$ cat config.mk
export PLATFORM = sky130hd
export DESIGN_NAME = mc_control_unit_flat
export DESIGN_NICKNAME = d
export VERILOG_FILES = /design/src/rtl/mc_control_unit_if.sv /design/src/rtl/mc_control_unit.sv /design/src/flat_wrapper.sv
export SDC_FILE = /design/constraint.sdc
export NUM_CORES = 1
export LEC_CHECK = 0
export BUFFER_PORTS_ARGS = -buffer_cell sky130_fd_sc_hd__clkbuf_2
export CAP_MARGIN = 40
export CELL_PAD_IN_SITES_DETAIL_PLACEMENT = 1
export CELL_PAD_IN_SITES_GLOBAL_PLACEMENT = 1
export CORE_MARGIN = 5
export CORE_UTILIZATION = 35
export CTS_BUF_LIST = sky130_fd_sc_hd__clkbuf_2
export DETAILED_ROUTE_END_ITERATION = 10
export PLACE_DENSITY_LB_ADDON = 0.1
export SYNTH_ARGS = -nofsm -noshare
export SYNTH_HDL_FRONTEND = slang
export SYNTH_SLANG_ARGS = --single-unit
export TNS_END_PERCENT = 10
$ cat constraint.sdc
create_clock -name clk -period 4.8 [get_ports clk]
set_input_delay 1.44 -clock clk [delete_from_list [all_inputs] [get_ports clk]]
set_output_delay 1.44 -clock clk [all_outputs]
set_load 0.1 [all_outputs]
$ cat src/rtl/mc_control_unit_if.sv
`default_nettype none
// ============================================================================
// Module      : mc_control_unit_if
// Description : Decoded-instruction inputs and datapath control outputs of
//               the multicycle control unit.
// Revision    : 1.0 - initial release
// ============================================================================
interface mc_control_unit_if;
    logic [5:0] OPCODE;
    logic [5:0] FUNCT;
    logic       ZERO;
    logic       OVERFLOW;
    logic       mult_end;

    logic       PC_w;
    logic       EPC_w;
    logic       MEM_w;
    logic       IR_w;
    logic       ALUOut_w;
    logic       RB_w;
    logic       AB_w;
    logic       MEM_DATA_REG_w;
    logic       mult_control;

    logic [1:0] M_PC;
    logic [1:0] M_MEM;
    logic [1:0] M_ALUSrcA;
    logic [1:0] M_ALUSrcB;
    logic [1:0] M_WREG;
    logic [1:0] M_WDATA;
    logic [1:0] M_EXC;
    logic [3:0] ALUOp;
    logic [1:0] LS_control;
    logic [1:0] SS_control;
    logic [5:0] state_dbg;

    modport master (
        input  OPCODE, FUNCT, ZERO, OVERFLOW, mult_end,
        output PC_w, EPC_w, MEM_w, IR_w, ALUOut_w, RB_w, AB_w, MEM_DATA_REG_w,
               mult_control, M_PC, M_MEM, M_ALUSrcA, M_ALUSrcB, M_WREG,
               M_WDATA, M_EXC, ALUOp, LS_control, SS_control, state_dbg
    );

    modport slave (
        output OPCODE, FUNCT, ZERO, OVERFLOW, mult_end,
        input  PC_w, EPC_w, MEM_w, IR_w, ALUOut_w, RB_w, AB_w, MEM_DATA_REG_w,
               mult_control, M_PC, M_MEM, M_ALUSrcA, M_ALUSrcB, M_WREG,
               M_WDATA, M_EXC, ALUOp, LS_control, SS_control, state_dbg
    );
endinterface
`default_nettype wire

$ cat src/rtl/mc_control_unit.sv
`default_nettype none
// ============================================================================
// Module      : mc_control_unit
// Description : Multicycle MIPS-subset control FSM: fetch, decode, execute,
//               memory, writeback and the exception sequence.
// Revision    : 1.0 - initial release
// ============================================================================
module mc_control_unit (
    input  wire logic          clk,
    input  wire logic          reset,
    mc_control_unit_if.master  bus
);

    localparam logic [5:0] c_st_reset = 6'd0;
    localparam logic [5:0] c_st_f0    = 6'd1;
    localparam logic [5:0] c_st_f1    = 6'd2;
    localparam logic [5:0] c_st_f2    = 6'd3;
    localparam logic [5:0] c_st_d     = 6'd4;
    localparam logic [5:0] c_st_ex    = 6'd5;
    localparam logic [5:0] c_st_wb    = 6'd6;
    localparam logic [5:0] c_st_ac    = 6'd7;
    localparam logic [5:0] c_st_m0    = 6'd8;
    localparam logic [5:0] c_st_m1    = 6'd9;
    localparam logic [5:0] c_st_m2    = 6'd10;
    localparam logic [5:0] c_st_lwb   = 6'd11;
    localparam logic [5:0] c_st_sw    = 6'd12;
    localparam logic [5:0] c_st_br    = 6'd13;
    localparam logic [5:0] c_st_j     = 6'd14;
    localparam logic [5:0] c_st_jal0  = 6'd15;
    localparam logic [5:0] c_st_jal1  = 6'd16;
    localparam logic [5:0] c_st_jr    = 6'd17;
    localparam logic [5:0] c_st_ms    = 6'd18;
    localparam logic [5:0] c_st_mw    = 6'd19;
    localparam logic [5:0] c_st_exc0  = 6'd20;
    localparam logic [5:0] c_st_exc1  = 6'd21;
    localparam logic [5:0] c_st_exc2  = 6'd22;
    localparam logic [5:0] c_st_exc3  = 6'd23;

    localparam logic [5:0] c_opc_rtype = 6'h00;
    localparam logic [5:0] c_opc_j     = 6'h02;
    localparam logic [5:0] c_opc_jal   = 6'h03;
    localparam logic [5:0] c_opc_beq   = 6'h04;
    localparam logic [5:0] c_opc_bne   = 6'h05;
    localparam logic [5:0] c_opc_addi  = 6'h08;
    localparam logic [5:0] c_opc_lw    = 6'h23;
    localparam logic [5:0] c_opc_sw    = 6'h2B;

    localparam logic [5:0] c_fn_jr     = 6'h08;
    localparam logic [5:0] c_fn_mfhi   = 6'h10;
    localparam logic [5:0] c_fn_mflo   = 6'h12;
    localparam logic [5:0] c_fn_mult   = 6'h18;
    localparam logic [5:0] c_fn_add    = 6'h20;
    localparam logic [5:0] c_fn_sub    = 6'h22;
    localparam logic [5:0] c_fn_and    = 6'h24;

    localparam logic [2:0] c_op_add    = 3'd0;
    localparam logic [2:0] c_op_sub    = 3'd1;
    localparam logic [2:0] c_op_and    = 3'd2;
    localparam logic [2:0] c_op_addi   = 3'd3;
    localparam logic [2:0] c_op_mfhi   = 3'd4;
    localparam logic [2:0] c_op_mflo   = 3'd5;
    localparam logic [2:0] c_op_lw     = 3'd6;
    localparam logic [2:0] c_op_sw     = 3'd7;

    localparam logic [3:0] c_alu_pass  = 4'b0000;
    localparam logic [3:0] c_alu_add   = 4'b0001;
    localparam logic [3:0] c_alu_sub   = 4'b0010;
    localparam logic [3:0] c_alu_and   = 4'b0011;

    localparam logic [1:0] c_exc_opcode   = 2'd0;
    localparam logic [1:0] c_exc_overflow = 2'd1;

    logic [5:0] r_state;
    logic [2:0] r_op;
    logic [1:0] r_exc;
    logic [5:0] w_disp_state;
    logic [2:0] w_disp_op;

    // Decode-stage dispatch; anything unrecognised falls through to EXC0.
    always_comb begin
        w_disp_state = c_st_exc0;
        w_disp_op    = c_op_add;
        case (bus.OPCODE)
            c_opc_rtype:
                case (bus.FUNCT)
                    c_fn_add:  begin w_disp_state = c_st_ex; w_disp_op = c_op_add;  end
                    c_fn_sub:  begin w_disp_state = c_st_ex; w_disp_op = c_op_sub;  end
                    c_fn_and:  begin w_disp_state = c_st_ex; w_disp_op = c_op_and;  end
                    c_fn_jr:   w_disp_state = c_st_jr;
                    c_fn_mult: w_disp_state = c_st_ms;
                    c_fn_mfhi: begin w_disp_state = c_st_wb; w_disp_op = c_op_mfhi; end
                    c_fn_mflo: begin w_disp_state = c_st_wb; w_disp_op = c_op_mflo; end
                    default:   ;
                endcase
            c_opc_addi: begin w_disp_state = c_st_ex; w_disp_op = c_op_addi; end
            c_opc_lw:   begin w_disp_state = c_st_ac; w_disp_op = c_op_lw;   end
            c_opc_sw:   begin w_disp_state = c_st_ac; w_disp_op = c_op_sw;   end
            c_opc_beq,
            c_opc_bne:  w_disp_state = c_st_br;
            c_opc_j:    w_disp_state = c_st_j;
            c_opc_jal:  w_disp_state = c_st_jal0;
            default:    ;
        endcase
    end

    always_ff @(posedge clk) begin
        if (reset) begin
            r_state <= c_st_reset;
            r_op    <= c_op_add;
            r_exc   <= c_exc_opcode;
        end else begin
            case (r_state)
                c_st_reset: r_state <= c_st_f0;
                c_st_f0:    r_state <= c_st_f1;
                c_st_f1:    r_state <= c_st_f2;
                c_st_f2:    r_state <= c_st_d;
                c_st_d: begin
                    r_state <= w_disp_state;
                    r_op    <= w_disp_op;
                    r_exc   <= c_exc_opcode;
                end
                c_st_ex: begin
                    // and never overflows; add/sub/addi trap before writeback
                    if (bus.OVERFLOW && (r_op != c_op_and)) begin
                        r_state <= c_st_exc0;
                        r_exc   <= c_exc_overflow;
                    end else begin
                        r_state <= c_st_wb;
                    end
                end
                c_st_ac:    r_state <= (r_op == c_op_lw) ? c_st_m0 : c_st_sw;
                c_st_m0:    r_state <= c_st_m1;
                c_st_m1:    r_state <= c_st_m2;
                c_st_m2:    r_state <= c_st_lwb;
                c_st_jal0:  r_state <= c_st_jal1;
                c_st_ms:    r_state <= c_st_mw;
                c_st_mw:    r_state <= bus.mult_end ? c_st_f0 : c_st_mw;
                c_st_exc0:  r_state <= c_st_exc1;
                c_st_exc1:  r_state <= c_st_exc2;
                c_st_exc2:  r_state <= c_st_exc3;
                c_st_wb, c_st_lwb, c_st_sw, c_st_br, c_st_j,
                c_st_jal1, c_st_jr, c_st_exc3:
                            r_state <= c_st_f0;
                default:    r_state <= c_st_reset;
            endcase
        end
    end

    assign bus.state_dbg = r_state;

    always_comb begin
        bus.PC_w           = 1'b0;
        bus.EPC_w          = 1'b0;
        bus.MEM_w          = 1'b0;
        bus.IR_w           = 1'b0;
        bus.ALUOut_w       = 1'b0;
        bus.RB_w           = 1'b0;
        bus.AB_w           = 1'b0;
        bus.MEM_DATA_REG_w = 1'b0;
        bus.mult_control   = 1'b0;
        bus.M_PC           = 2'd0;
        bus.M_MEM          = 2'd0;
        bus.M_ALUSrcA      = 2'd0;
        bus.M_ALUSrcB      = 2'd0;
        bus.M_WREG         = 2'd0;
        bus.M_WDATA        = 2'd0;
        bus.M_EXC          = 2'd0;
        bus.ALUOp          = c_alu_pass;
        bus.LS_control     = 2'd0;
        bus.SS_control     = 2'd0;
        case (r_state)
            c_st_f2: begin
                bus.IR_w = 1'b1; bus.M_ALUSrcB = 2'd1; bus.ALUOp = c_alu_add; bus.PC_w = 1'b1;
            end
            c_st_d: begin
                bus.AB_w = 1'b1; bus.M_ALUSrcB = 2'd3; bus.ALUOp = c_alu_add; bus.ALUOut_w = 1'b1;
            end
            c_st_ex: begin
                bus.M_ALUSrcA = 2'd1;
                bus.M_ALUSrcB = (r_op == c_op_addi) ? 2'd2 : 2'd0;
                bus.ALUOut_w  = 1'b1;
                case (r_op)
                    c_op_sub: bus.ALUOp = c_alu_sub;
                    c_op_and: bus.ALUOp = c_alu_and;
                    default:  bus.ALUOp = c_alu_add;
                endcase
            end
            c_st_wb: begin
                bus.RB_w   = 1'b1;
                bus.M_WREG = (r_op == c_op_addi) ? 2'd0 : 2'd1;
                case (r_op)
                    c_op_mfhi: bus.M_WDATA = 2'd2;
                    c_op_mflo: bus.M_WDATA = 2'd3;
                    default:   bus.M_WDATA = 2'd0;
                endcase
            end
            c_st_ac: begin
                bus.M_ALUSrcA = 2'd1; bus.M_ALUSrcB = 2'd2; bus.ALUOp = c_alu_add; bus.ALUOut_w = 1'b1;
            end
            c_st_m0:  bus.M_MEM = 2'd1;
            c_st_m2:  bus.MEM_DATA_REG_w = 1'b1;
            c_st_lwb: begin
                bus.RB_w = 1'b1; bus.M_WDATA = 2'd1;
            end
            c_st_sw: begin
                bus.M_MEM = 2'd1; bus.MEM_w = 1'b1;
            end
            c_st_br: begin
                bus.M_ALUSrcA = 2'd1; bus.ALUOp = c_alu_sub; bus.M_PC = 2'd1;
                // bne is the odd opcode: take the branch when operands differ
                bus.PC_w = bus.OPCODE[0] ? ~bus.ZERO : bus.ZERO;
            end
            c_st_j: begin
                bus.M_PC = 2'd2; bus.PC_w = 1'b1;
            end
            c_st_jal0: bus.ALUOut_w = 1'b1;
            c_st_jal1: begin
                bus.RB_w = 1'b1; bus.M_WREG = 2'd2; bus.M_PC = 2'd2; bus.PC_w = 1'b1;
            end
            c_st_jr: begin
                bus.M_ALUSrcA = 2'd1; bus.PC_w = 1'b1;
            end
            c_st_ms: bus.mult_control = 1'b1;
            c_st_exc0: begin
                bus.M_ALUSrcB = 2'd1; bus.ALUOp = c_alu_sub; bus.ALUOut_w = 1'b1; bus.M_EXC = r_exc;
            end
            c_st_exc1: begin
                bus.EPC_w = 1'b1; bus.M_MEM = 2'd3; bus.M_EXC = r_exc;
            end
            c_st_exc2: begin
                bus.M_MEM = 2'd3; bus.M_EXC = r_exc;
            end
            c_st_exc3: begin
                bus.M_ALUSrcA = 2'd2; bus.PC_w = 1'b1; bus.M_EXC = r_exc;
            end
            default: ;
        endcase
    end

endmodule
`default_nettype wire

$ cat src/flat_wrapper.sv
// flat-port wrapper written by rule: the top's interface ports become plain ports
module mc_control_unit_flat 
  (clk, reset, bus_OPCODE, bus_FUNCT, bus_ZERO, bus_OVERFLOW, bus_mult_end, bus_PC_w, bus_EPC_w, bus_MEM_w, bus_IR_w, bus_ALUOut_w, bus_RB_w, bus_AB_w, bus_MEM_DATA_REG_w, bus_mult_control, bus_M_PC, bus_M_MEM, bus_M_ALUSrcA, bus_M_ALUSrcB, bus_M_WREG, bus_M_WDATA, bus_M_EXC, bus_ALUOp, bus_LS_control, bus_SS_control, bus_state_dbg);
  mc_control_unit_if bus_i ();
  input  wire logic clk;
  input  wire logic reset;
  input wire logic [$bits(bus_i.OPCODE)-1:0] bus_OPCODE;
  input wire logic [$bits(bus_i.FUNCT)-1:0] bus_FUNCT;
  input wire logic [$bits(bus_i.ZERO)-1:0] bus_ZERO;
  input wire logic [$bits(bus_i.OVERFLOW)-1:0] bus_OVERFLOW;
  input wire logic [$bits(bus_i.mult_end)-1:0] bus_mult_end;
  output wire logic [$bits(bus_i.PC_w)-1:0] bus_PC_w;
  output wire logic [$bits(bus_i.EPC_w)-1:0] bus_EPC_w;
  output wire logic [$bits(bus_i.MEM_w)-1:0] bus_MEM_w;
  output wire logic [$bits(bus_i.IR_w)-1:0] bus_IR_w;
  output wire logic [$bits(bus_i.ALUOut_w)-1:0] bus_ALUOut_w;
  output wire logic [$bits(bus_i.RB_w)-1:0] bus_RB_w;
  output wire logic [$bits(bus_i.AB_w)-1:0] bus_AB_w;
  output wire logic [$bits(bus_i.MEM_DATA_REG_w)-1:0] bus_MEM_DATA_REG_w;
  output wire logic [$bits(bus_i.mult_control)-1:0] bus_mult_control;
  output wire logic [$bits(bus_i.M_PC)-1:0] bus_M_PC;
  output wire logic [$bits(bus_i.M_MEM)-1:0] bus_M_MEM;
  output wire logic [$bits(bus_i.M_ALUSrcA)-1:0] bus_M_ALUSrcA;
  output wire logic [$bits(bus_i.M_ALUSrcB)-1:0] bus_M_ALUSrcB;
  output wire logic [$bits(bus_i.M_WREG)-1:0] bus_M_WREG;
  output wire logic [$bits(bus_i.M_WDATA)-1:0] bus_M_WDATA;
  output wire logic [$bits(bus_i.M_EXC)-1:0] bus_M_EXC;
  output wire logic [$bits(bus_i.ALUOp)-1:0] bus_ALUOp;
  output wire logic [$bits(bus_i.LS_control)-1:0] bus_LS_control;
  output wire logic [$bits(bus_i.SS_control)-1:0] bus_SS_control;
  output wire logic [$bits(bus_i.state_dbg)-1:0] bus_state_dbg;
  assign bus_i.OPCODE = bus_OPCODE;
  assign bus_i.FUNCT = bus_FUNCT;
  assign bus_i.ZERO = bus_ZERO;
  assign bus_i.OVERFLOW = bus_OVERFLOW;
  assign bus_i.mult_end = bus_mult_end;
  assign bus_PC_w = bus_i.PC_w;
  assign bus_EPC_w = bus_i.EPC_w;
  assign bus_MEM_w = bus_i.MEM_w;
  assign bus_IR_w = bus_i.IR_w;
  assign bus_ALUOut_w = bus_i.ALUOut_w;
  assign bus_RB_w = bus_i.RB_w;
  assign bus_AB_w = bus_i.AB_w;
  assign bus_MEM_DATA_REG_w = bus_i.MEM_DATA_REG_w;
  assign bus_mult_control = bus_i.mult_control;
  assign bus_M_PC = bus_i.M_PC;
  assign bus_M_MEM = bus_i.M_MEM;
  assign bus_M_ALUSrcA = bus_i.M_ALUSrcA;
  assign bus_M_ALUSrcB = bus_i.M_ALUSrcB;
  assign bus_M_WREG = bus_i.M_WREG;
  assign bus_M_WDATA = bus_i.M_WDATA;
  assign bus_M_EXC = bus_i.M_EXC;
  assign bus_ALUOp = bus_i.ALUOp;
  assign bus_LS_control = bus_i.LS_control;
  assign bus_SS_control = bus_i.SS_control;
  assign bus_state_dbg = bus_i.state_dbg;
  mc_control_unit u_core (.clk(clk), .reset(reset), .bus(bus_i));
endmodule
==> results of run 1 <==
synth_stat cells, types with 3 or more instances:
master	number
a21oi_1	14
xnor2_1	3
nand2_1	14
o22ai_1	4
nand3b_1	3
nor2_1	21
clkbuf_1	4
inv_1	4
dfxtp_1	9
nand2b_1	10
nand3_1	5
a31oi_1	6
buf_4	9
nor2_4	3
o211ai_1	3
and3_1	5
buf_2	3
nor2b_1	6
o21a_1	3
nor3_1	10
o21ai_0	9
nor4_1	3
cell type report:
type	count	area, um2
Fill cell	480	1910
Timing Repair Buffer	45	225
Clock buffer	4	20.0
Inverter	5	18.8
Multi-Input combinational cell	164	1010
Sequential cell	9	180
Tap cell	46	57.6
per-stage QoR:
| stage | total power, mW | setup TNS [ps] | hold WS (ps) | std cells | area, um2 |
|---|---|---|---|---|---|
| floorplan | 0.291 | -3050 | 478 | 196 | 1310 |
| global placement | 0.324 | 0 | 502 | 269 | 1490 |
| detailed placement | 0.327 | 0 | 508 | 269 | 1490 |
| CTS | 0.375 | 0 | 529 | 273 | 1510 |
| global route | 0.396 | 0 | 555 | 273 | 1510 |
| finish | 0.375 | 0 | 533 | 273 | 1510 |
kinds of logic after synthesis:
family	Yosys count	share of synthesized area, %
other cells	1	0.296
flops	9	14.2
buf+inv	23	9.76
simple gates	95	42.9
mux	1	0.888
xor+xnor	4	2.76
compound gates	56	29.2
where the power goes:
part	total (mW)	switching, mW	internal (mW)
Clock	0.0480	0.0259	0.0221
Combinational	0.222	0.176	0.0461
Sequential	0.104	0.0244	0.0800
Total	0.375	0.226	0.148
worst max path at each step:
stage                     cells past startpoint  slack, ps               startpoint              to
after floorplan                               3       -960  u_core.bus.state_dbg[0]        bus_IR_w
after global placement                        5        690            bus_OPCODE[0]        bus_PC_w
after detailed placement                      5        690            bus_OPCODE[0]        bus_PC_w
after CTS                                     5        680            bus_OPCODE[0]        bus_PC_w
after global routing                          6        560  u_core.bus.state_dbg[1]  bus_M_WDATA[0]
final                                         5        680            bus_OPCODE[0]        bus_PC_w
layer usage:
layer / up-vias / GRT usage, %
li1: 757 / -
met2: 46 / 28.9
met1: 731 / 22.3
met4: 0 / 7.23
met5: - / 0
met3: 6 / 1.43
flip-flops by register name, indices dropped and copies added (netlist names):
register,cells
u_core.bus.state_dbg,5
u_core.r_op,3
u_core.r_exc,1
worst register-to-register path, stage by stage (launching register included):
cell      delay, ps
dfxtp_1         680
and2b_1         310
nand2b_2        150
nor3_4          370
nand3_2         180
o41ai_2         230
==> out/results.ini, run 1 <==
[run_status]
status=complete, no violations

[critical_path]
rrSetupSlack_ps=2780
end_kind=output port
max_stage_delay_ps=480
crit_arrival_ps=2680
critPathKind=input pin to output port
crit_fanout=8
cpLargestDelayFamily=buffers and inverters
rr_worst_depth=5
cp_common_cell=clkbuf_2
required_ps=3360
critPathBufInv=2
cp_cell_sequence=clkbuf_2, xnor2_1, o311a_1, a21oi_1, clkbuf_2
regToRegStartpoint=u_core.bus.state_dbg[2]
worstReg2RegEnd=u_core.bus.state_dbg[0]
worstSetupStartpointType=input pin
crit_slowest_cell=clkbuf_2

[floorplan]
die_h_um=70.2
core-area_um2=3420
rows=21
initial_core_util_pct=37.1
die_w_um=70.2
ioPinCount=54
die-area_um2=4930

[placed_design]
numPortBuffers=45
hpwlAfterDp_um=3430
routabilityCongestion=0.842
place_ws_ps=689

[synthesis]
ys.warnings.count=0
synthFlopType=dfxtp_1
yosysTopAreaCellShare_pct=14.2
synth_area_leaders=dfxtp_1 (14%), nor2_1 (6.2%), a21oi_1 (5.5%), buf_4 (5.3%), nand2b_1 (4.9%)
synth_cell_type_count=54
synth_top_cell_by_area=dfxtp_1
postSynthAreaPerCell_um2=6.71
ys_ff_latch=9
synthCells=189
ys_async_sr_fraction_pct=0
synth_enable_flop_cells=0
syn-cell-area_um2=1270
yosysSeqAreaShare_pct=14.2

[timing]
drv_slew=0
fmax_ghz=0.243
min_period_over_period_pct=85.7
post-route-min-period_ps=4120
rsz0062_at_grt=false
setup_viol=0
layout_setup_ws_ps=685
slew_headroom_pct=44.5
worstMarginPinSlew_ps=831
hold_viol=0
skew_ps=1.91

[route]
top_layer_used=met4
route.met3.wl_um=223
drc_errors=0
finalWirelength_um=4320
ant_nets=0
first_pass_iters=4
via_count=1540
wl_met1_um=1900
wl_met2_um=2130
via_per_inst=5.64
drt_iter0_markers=129
wire_per_inst_um=15.8

[finish]
num-nets-final=245
most-common-layout-cells=clkbuf_2 (49), nor2_1 (21), nand2_1 (14), a21oi_1 (14), nand2b_1 (10)
postLayoutCoreUtil_pct=44.2
drive_gt1_share_pct=28.2
antenna_cells=0
area_growth_pct=18.9
layout_commonest_cell=clkbuf_2

[clocking]
insertion_delay_ps=250
cts_tree=yes
cts_setup_buffers=0
clkSinkCount=9
path_clk_slew_ps=80
cts_resized=0
clockRootBuffer=clkbuf_2
ctsHoldBuffers=0
clockBufferDepth=2
cts_buffers=3
htreeDepth=1

[global_route]
grt_max_degree=25
grtUsageTotal_pct=17.2
grt.overflow.total=0
antenna_found_initial=0
grt_pass1_vias=1446
grt_pass1_wl_um=7000

[power]
p_per_area_nw_per_um2=248
ir_drop_v=0.000106
p_leak_nw=0.644

[worst_hold_path]
hold_class=register to register
holdPathStages=2
min_to=u_core.r_exc[0]
min_from=u_core.r_exc[0]

[job]
cap_violations=0

No activity file was read; power rests on OpenSTA's default activity.
==> inputs of run 2 (changes only) <==
==> constraint.sdc (replaced) <==
create_clock -name clk -period 4.8 [get_ports clk]
set_input_delay 1.44 -clock clk [delete_from_list [all_inputs] [get_ports clk]]
set_output_delay 1.44 -clock clk [all_outputs]
set_load 0.02 [all_outputs]
==> run 2 against run 1 <==
Effect of this change:
- critical path depth unchanged
- clock-buffer cell count decreased by 1
- combinational power shrank 43%
- utilization fell by 0.48 points
- maximum frequency is 8.4% higher
- setup slack better by 320 ps
- register-to-register slack improved by 40 ps
- global-route usage grew 0.11 points
- routed wire length decreased by 4.3%
- worst hold slack worse by 6.9 ps
- die area did not move
- critical path type unchanged
- critical endpoint unchanged
- highest routed layer unchanged
==> out/results.ini, run 2 (synthesis gave the netlist of run 1 again) <==
[critical_path]
end_kind=output port
critPathKind=input pin to output port
rrSetupSlack_ps=2820  ; +40 ps
crit_arrival_ps=2360  ; -320 ps
required_ps=3360  ; about the same
rr_worst_depth=5  ; unchanged
worstSetupStartpointType=input pin
worstReg2RegEnd=u_core.bus.state_dbg[0]
crit_fanout=8  ; unchanged
crit_start=bus_OPCODE[0]
regToRegStartpoint=u_core.bus.state_dbg[2]

[worst_hold_path]
holdPathStages=2  ; unchanged
hold_class=register to register
min_from=u_core.r_exc[0]
min_to=u_core.r_exc[0]

[timing]
min_period_over_period_pct=79.1  ; -6.7 points
rsz0062_at_grt=false
post-route-min-period_ps=3800  ; -319 ps
hold_viol=0  ; unchanged
slew_headroom_pct=47.3  ; +2.8 points
skew_ps=11.0  ; +9.08 ps
setup_tns_ps=0  ; unchanged
worstMarginPinSlew_ps=790  ; -41.5 ps
setup_viol=0  ; unchanged
fmax_ghz=0.263  ; +8.4%
drv_slew=0  ; unchanged

[finish]
layout_commonest_cell=clkbuf_2
antenna_cells=0  ; unchanged
most-common-layout-cells=clkbuf_2 (48), nor2_1 (21), nand2_1 (14), a21oi_1 (14)
num-fill-cells=482  ; +0.42%
drive_gt1_share_pct=26.9  ; -1.3 points
area_growth_pct=17.7
num-nets-final=245  ; unchanged
largest_register_ff_count=5  ; unchanged

[job]
cap_violations=0  ; unchanged

[clocking]
clkSinkCount=9  ; unchanged
htreeDepth=1  ; unchanged
cts_tree=yes
cts_buffers=3  ; unchanged
insertion_delay_ps=250  ; about the same
cts_setup_buffers=0  ; unchanged
clockBufferDepth=2  ; unchanged
cts_resized=0  ; unchanged
ctsHoldBuffers=0  ; unchanged
clockRootBuffer=clkbuf_2
path_clk_slew_ps=100  ; +20 ps

[placed_design]
hpwlAfterDp_um=3380  ; -1.6%
routabilityCongestion=0.866  ; +2.9%
numPortBuffers=45  ; unchanged

[route]
wire_per_inst_um=15.1  ; -4.3%
first_pass_iters=4  ; unchanged
ant_nets=0  ; unchanged
drc_errors=0  ; unchanged
via_per_inst=5.44  ; -3.6%
finalWirelength_um=4130  ; -4.3%
via_count=1484  ; -3.6%
drt_iter0_markers=112  ; -13%

[floorplan]
rows=21  ; unchanged
ioPinCount=54  ; unchanged
initial_core_util_pct=37.1  ; unchanged
die_h_um=70.2  ; unchanged
die_w_um=70.2  ; unchanged
die-area_um2=4930  ; unchanged
core-area_um2=3420  ; unchanged

[power]
ir_drop_v=0.0000783  ; -26%
p_leak_nw=0.640  ; -0.66%
p_per_area_nw_per_um2=185  ; -26%
total_power_uw=275  ; -26%

[run_status]
status=complete, no violations

[global_route]
antenna_found_initial=0  ; unchanged
grt_max_degree=25  ; unchanged
grt.overflow.total=0  ; unchanged
grt_pass1_vias=1560  ; +7.9%
grtUsageTotal_pct=17.3  ; +0.11 points
grt_pass1_wl_um=7210  ; +3.0%

## run 2: layout make-up
cell class	instances	area, um2	share of cell area [%]
clock inverter	1	5.00	0.335
clock buffer	3	15.0	1.01
multi-input combinational	164	991	66.4
inverter	5	18.8	1.26
timing repair buffer	45	225	15.1
tap	46	57.6	3.86
sequential	9	180	12.1
## run 2: through the flow
| step | setup slack [ps] | util, % | cell area, um2 | hold slack, ps | instances |
|---|---|---|---|---|---|
| 6_report | 1000 | 43.7 | 1490 | 526 | 273 |
| 5_1_grt | 791 | 43.7 | 1490 | 575 | 273 |
| 4_1_cts | 1000 | 43.7 | 1490 | 531 | 273 |
| 3_5_place_dp | 1010 | 43.1 | 1470 | 508 | 269 |
| 3_3_place_gp | 1040 | 43.1 | 1470 | 501 | 269 |
| 2_1_floorplan | 1020 | - | 1290 | 478 | 196 |
## run 2: worst max path at each step
stage,endpoint,slack [ps]
3_5_place_dp,bus_PC_w,1010
3_3_place_gp,bus_PC_w,1040
4_1_cts,bus_PC_w,1000
2_1_floorplan,bus_PC_w,1020
6_report,bus_PC_w,1000
5_1_grt,bus_M_WDATA[0],790
## run 2: critical path: stages
cell	delay [ps]
clkbuf_2	160
xnor2_1	160
o311a_1	290
a21oi_1	120
clkbuf_2	190
## run 2: power by group
group | internal, mW | switching (mW)
sequential | 0.0800 | 0.0230
clock | 0.0189 | 0.0270
combinational | 0.0457 | 0.0808
## run 2: layer usage
layer	GRT usage [%]	up-vias	part of all wire, %
li1	-	753	-
met1	21.4	688	44
met2	31.3	38	50
met3	1.15	5	4.5
met4	5.74	0	1.3
met5	0	-	0
==> inputs of run 3 (changes only) <==
Settings changed: ABC_AREA set to 1, CORE_UTILIZATION 35 to 28.
Clock period 4.8 ns to 3.2 ns, I/O delays scaled along.
==> run 3 against run 2 <==
Effect of this change:
- register-to-register slack worse by 1200 ps
- combinational power grew to 3.3 times the previous value
- global-route usage is 2.9 points lower
- final cell count is 15% higher
- highest routed layer unchanged
==> out/results.ini, run 3 <==
[critical_path]
worstSetupEndpoint=bus_M_WDATA[0]
crit_slowest_cell=dfxtp_1
cp_cell_sequence=inv_2, nor2_4, nand2_1, nor2_2, inv_2, nor3_2, nand2_1, nand2_1, clkbuf_2
regToRegStartpoint=u_core.bus.state_dbg[4]
critPathKind=register to output port
required_ps=2240  ; -1120 ps
worstReg2RegEnd=u_core.bus.state_dbg[0]
cp_common_cell=nand2_1
worstSetupStartpointType=register
crit_arrival_ps=1760  ; -600 ps
max_stage_delay_ps=570  ; +280 ps
crit_fanout=8  ; unchanged
rrSetupSlack_ps=1570  ; -1250 ps
crit_start=u_core.bus.state_dbg[1]
end_kind=output port
rr_worst_depth=7  ; +2

[global_route]
busiest_layer=met2
grt_pass1_wl_um=6360  ; -12%
antenna_found_initial=0  ; unchanged
grt_max_degree=11  ; -56%
grt.overflow.total=0  ; unchanged
grt_pass1_vias=1436  ; -7.9%
grtUsageTotal_pct=14.3  ; -2.9 points
grt.met3_usage_pct=1.19  ; +0.040 points
use_met2_pct=26.6  ; -4.7 points
use_met1_pct=17.0  ; -4.4 points

[timing]
whs_ps=474  ; -51.8 ps
post-route-min-period_ps=2720
layout_setup_ws_ps=476  ; -528 ps
rsz0062_at_grt=false
drv_slew=0  ; unchanged
setup_viol=0  ; unchanged
min_period_over_period_pct=85.1
fmax_ghz=0.367
hold_viol=0  ; unchanged
skew_ps=19.6  ; +8.59 ps
setup_tns_ps=0  ; unchanged

[synthesis]
synth_enable_flop_cells=0  ; unchanged
synthCells=218  ; +15%
yosysSeqAreaShare_pct=15.1  ; +0.88 points
yosysTopAreaCellShare_pct=16.6  ; +2.4 points
synth_top_cell_by_area=nand2_1
synth_area_leaders=nand2_1 (17%), dfxtp_1 (15%), nand3_1 (11%), nor2_1 (11%), inv_1 (10%)
ys_async_sr_fraction_pct=0  ; unchanged
syn-cell-area_um2=1190  ; -5.8%
synth_cell_type_count=31  ; -43%
synthFlopType=dfxtp_1
ys_ff_latch=9  ; unchanged
ys.warnings.count=0  ; unchanged
synthTopCellsByCount=nand2_1 (53), nor2_1 (34), inv_1 (33)
postSynthAreaPerCell_um2=5.48  ; -18%
yosysMostFrequentCell=nand2_1

[job]
cap_violations=0  ; unchanged

[finish]
num-nets-final=282  ; +15%
most-common-layout-cells=nand2_1 (53), clkbuf_2 (49), nor2_1 (34)
largest_register_ff_count=5  ; unchanged
area_growth_pct=22.2
layout_commonest_cell=nand2_1
drive_gt1_share_pct=26.1  ; -0.74 points
antenna_cells=0  ; unchanged
num-fill-cells=611  ; +27%

[power]
p_clk_share_pct=11.0  ; -5.7 points
p_sw_uw=387  ; +200%
p_comb_share_pct=62.2  ; +16 points
power.internal_uw=295  ; +100%
p_per_area_nw_per_um2=467  ; +150%
ir_drop_v=0.000115  ; +46%
sw_frac_of_total_pct=56.8  ; +9.3 points
p_leak_nw=0.907  ; +42%
seqPwrFrac_pct=26.8  ; -11 points

[run_status]
status=complete, no violations

[clocking]
htreeDepth=1  ; unchanged
cts_setup_buffers=0  ; unchanged
clkSinkCount=9  ; unchanged
insertion_delay_ps=250  ; about the same
cts_tree=yes
clockRootBuffer=clkbuf_2
clockBufferDepth=2  ; unchanged
ctsHoldBuffers=0  ; unchanged
cts_resized=0  ; unchanged
path_clk_slew_ps=110  ; about the same
cts_buffers=3  ; unchanged

[route]
wire_per_inst_um=12.4  ; -18%
drc_errors=0  ; unchanged
first_pass_iters=4  ; unchanged
via_count=1464  ; -1.3%
drt_iter0_markers=40  ; -64%
finalWirelength_um=3900  ; -5.6%
via_per_inst=4.66  ; -14%
ant_nets=0  ; unchanged

[floorplan]
initial_core_util_pct=29.4  ; -7.7 points
core-area_um2=4060  ; +19%
ioPinCount=54  ; unchanged
die-area_um2=5670  ; +15%
rows=23  ; +9.5%
die_w_um=75.3  ; +7.3%
die_h_um=75.3  ; +7.3%

[worst_hold_path]
min_from=u_core.r_exc[0]
hold_class=register to register

[placed_design]
routabilityCongestion=0.803  ; -7.3%
place_ws_ps=602  ; -410 ps
numPortBuffers=45  ; unchanged
hpwlAfterDp_um=3420  ; +1.3%

==> run 3: changes by cell type after synthesis, sizes merged, moves of 6 or more <==
cell    previous run  this run
and3               6         0
inv                5        38
nand2             14        56
nand2b            11         0
nand3              7        27
nor2              24        41
nor2b              6         0
nor3              12         5
==> run 3: worst max-delay path, delay by kind of cell (launching register included) <==
kind,cells,cell delay [ps]
buf+inv,3,300
simple gates,6,660
flops,1,570
==> run 3: final cells by class <==
type	count	area, um2	share of cell area (%)
Tap cell	50	62.6	4.28
Multi-Input combinational cell	168	825	56.5
Clock buffer	4	20.0	1.37
Inverter	38	148	10.1
Sequential cell	9	180	12.3
Timing Repair Buffer	45	225	15.4
==> run 3: logic make-up (layout without fill, tap and decap cells) <==
| kind of cell | after synthesis | in the layout | share of synthesized area [%] |
|---|---|---|---|
| simple gates | 134 | 134 | 53.4 |
| buf+inv | 48 | 87 | 18.1 |
| compound gates | 25 | 25 | 12.4 |
| flops | 9 | 9 | 15.1 |
| other cells | 1 | 8 | 0.314 |
| xor+xnor | 1 | 1 | 0.733 |
==> run 3: layer usage <==
layer  vias up  wire [um]
met3         6        174
li1        768          -
met1       658       1680
met5         -          0
met2        32       1970
met4         0         71
==> run 3: worst min path at each step <==
| stage | end | slack (ps) | cells past startpoint |
|---|---|---|---|
| 2_1_floorplan | u_core.r_exc[0] | 440 | 2 |
| 4_1_cts | u_core.r_exc[0] | 480 | 2 |
| 3_5_place_dp | u_core.r_exc[0] | 460 | 2 |
| 5_1_grt | u_core.r_exc[0] | 510 | 2 |
| 3_3_place_gp | u_core.r_exc[0] | 460 | 2 |
| 6_report | u_core.r_exc[0] | 470 | 2 |
==> run 3: power by group through the flow <==
stage	Combinational (mW)	Clock, mW	Sequential, mW
finish	0.424	0.0748	0.183
global route	0.466	0.0874	0.188
CTS	0.430	0.0787	0.183
detailed placement	0.429	0	0.186
global placement	0.427	0	0.185
floorplan	0.304	0	0.191
==> run 3: per-stage QoR <==
stage                     util [%]  power [mW]  instances  cell area (um2)
after floorplan                  -       0.496        225             1220
after CTS                     36.0       0.692        314             1460
after global routing          36.0       0.741        314             1460
final                         36.0       0.681        314             1460
after detailed placement      35.5       0.615        310             1440
after global placement        35.5       0.612        310             1440
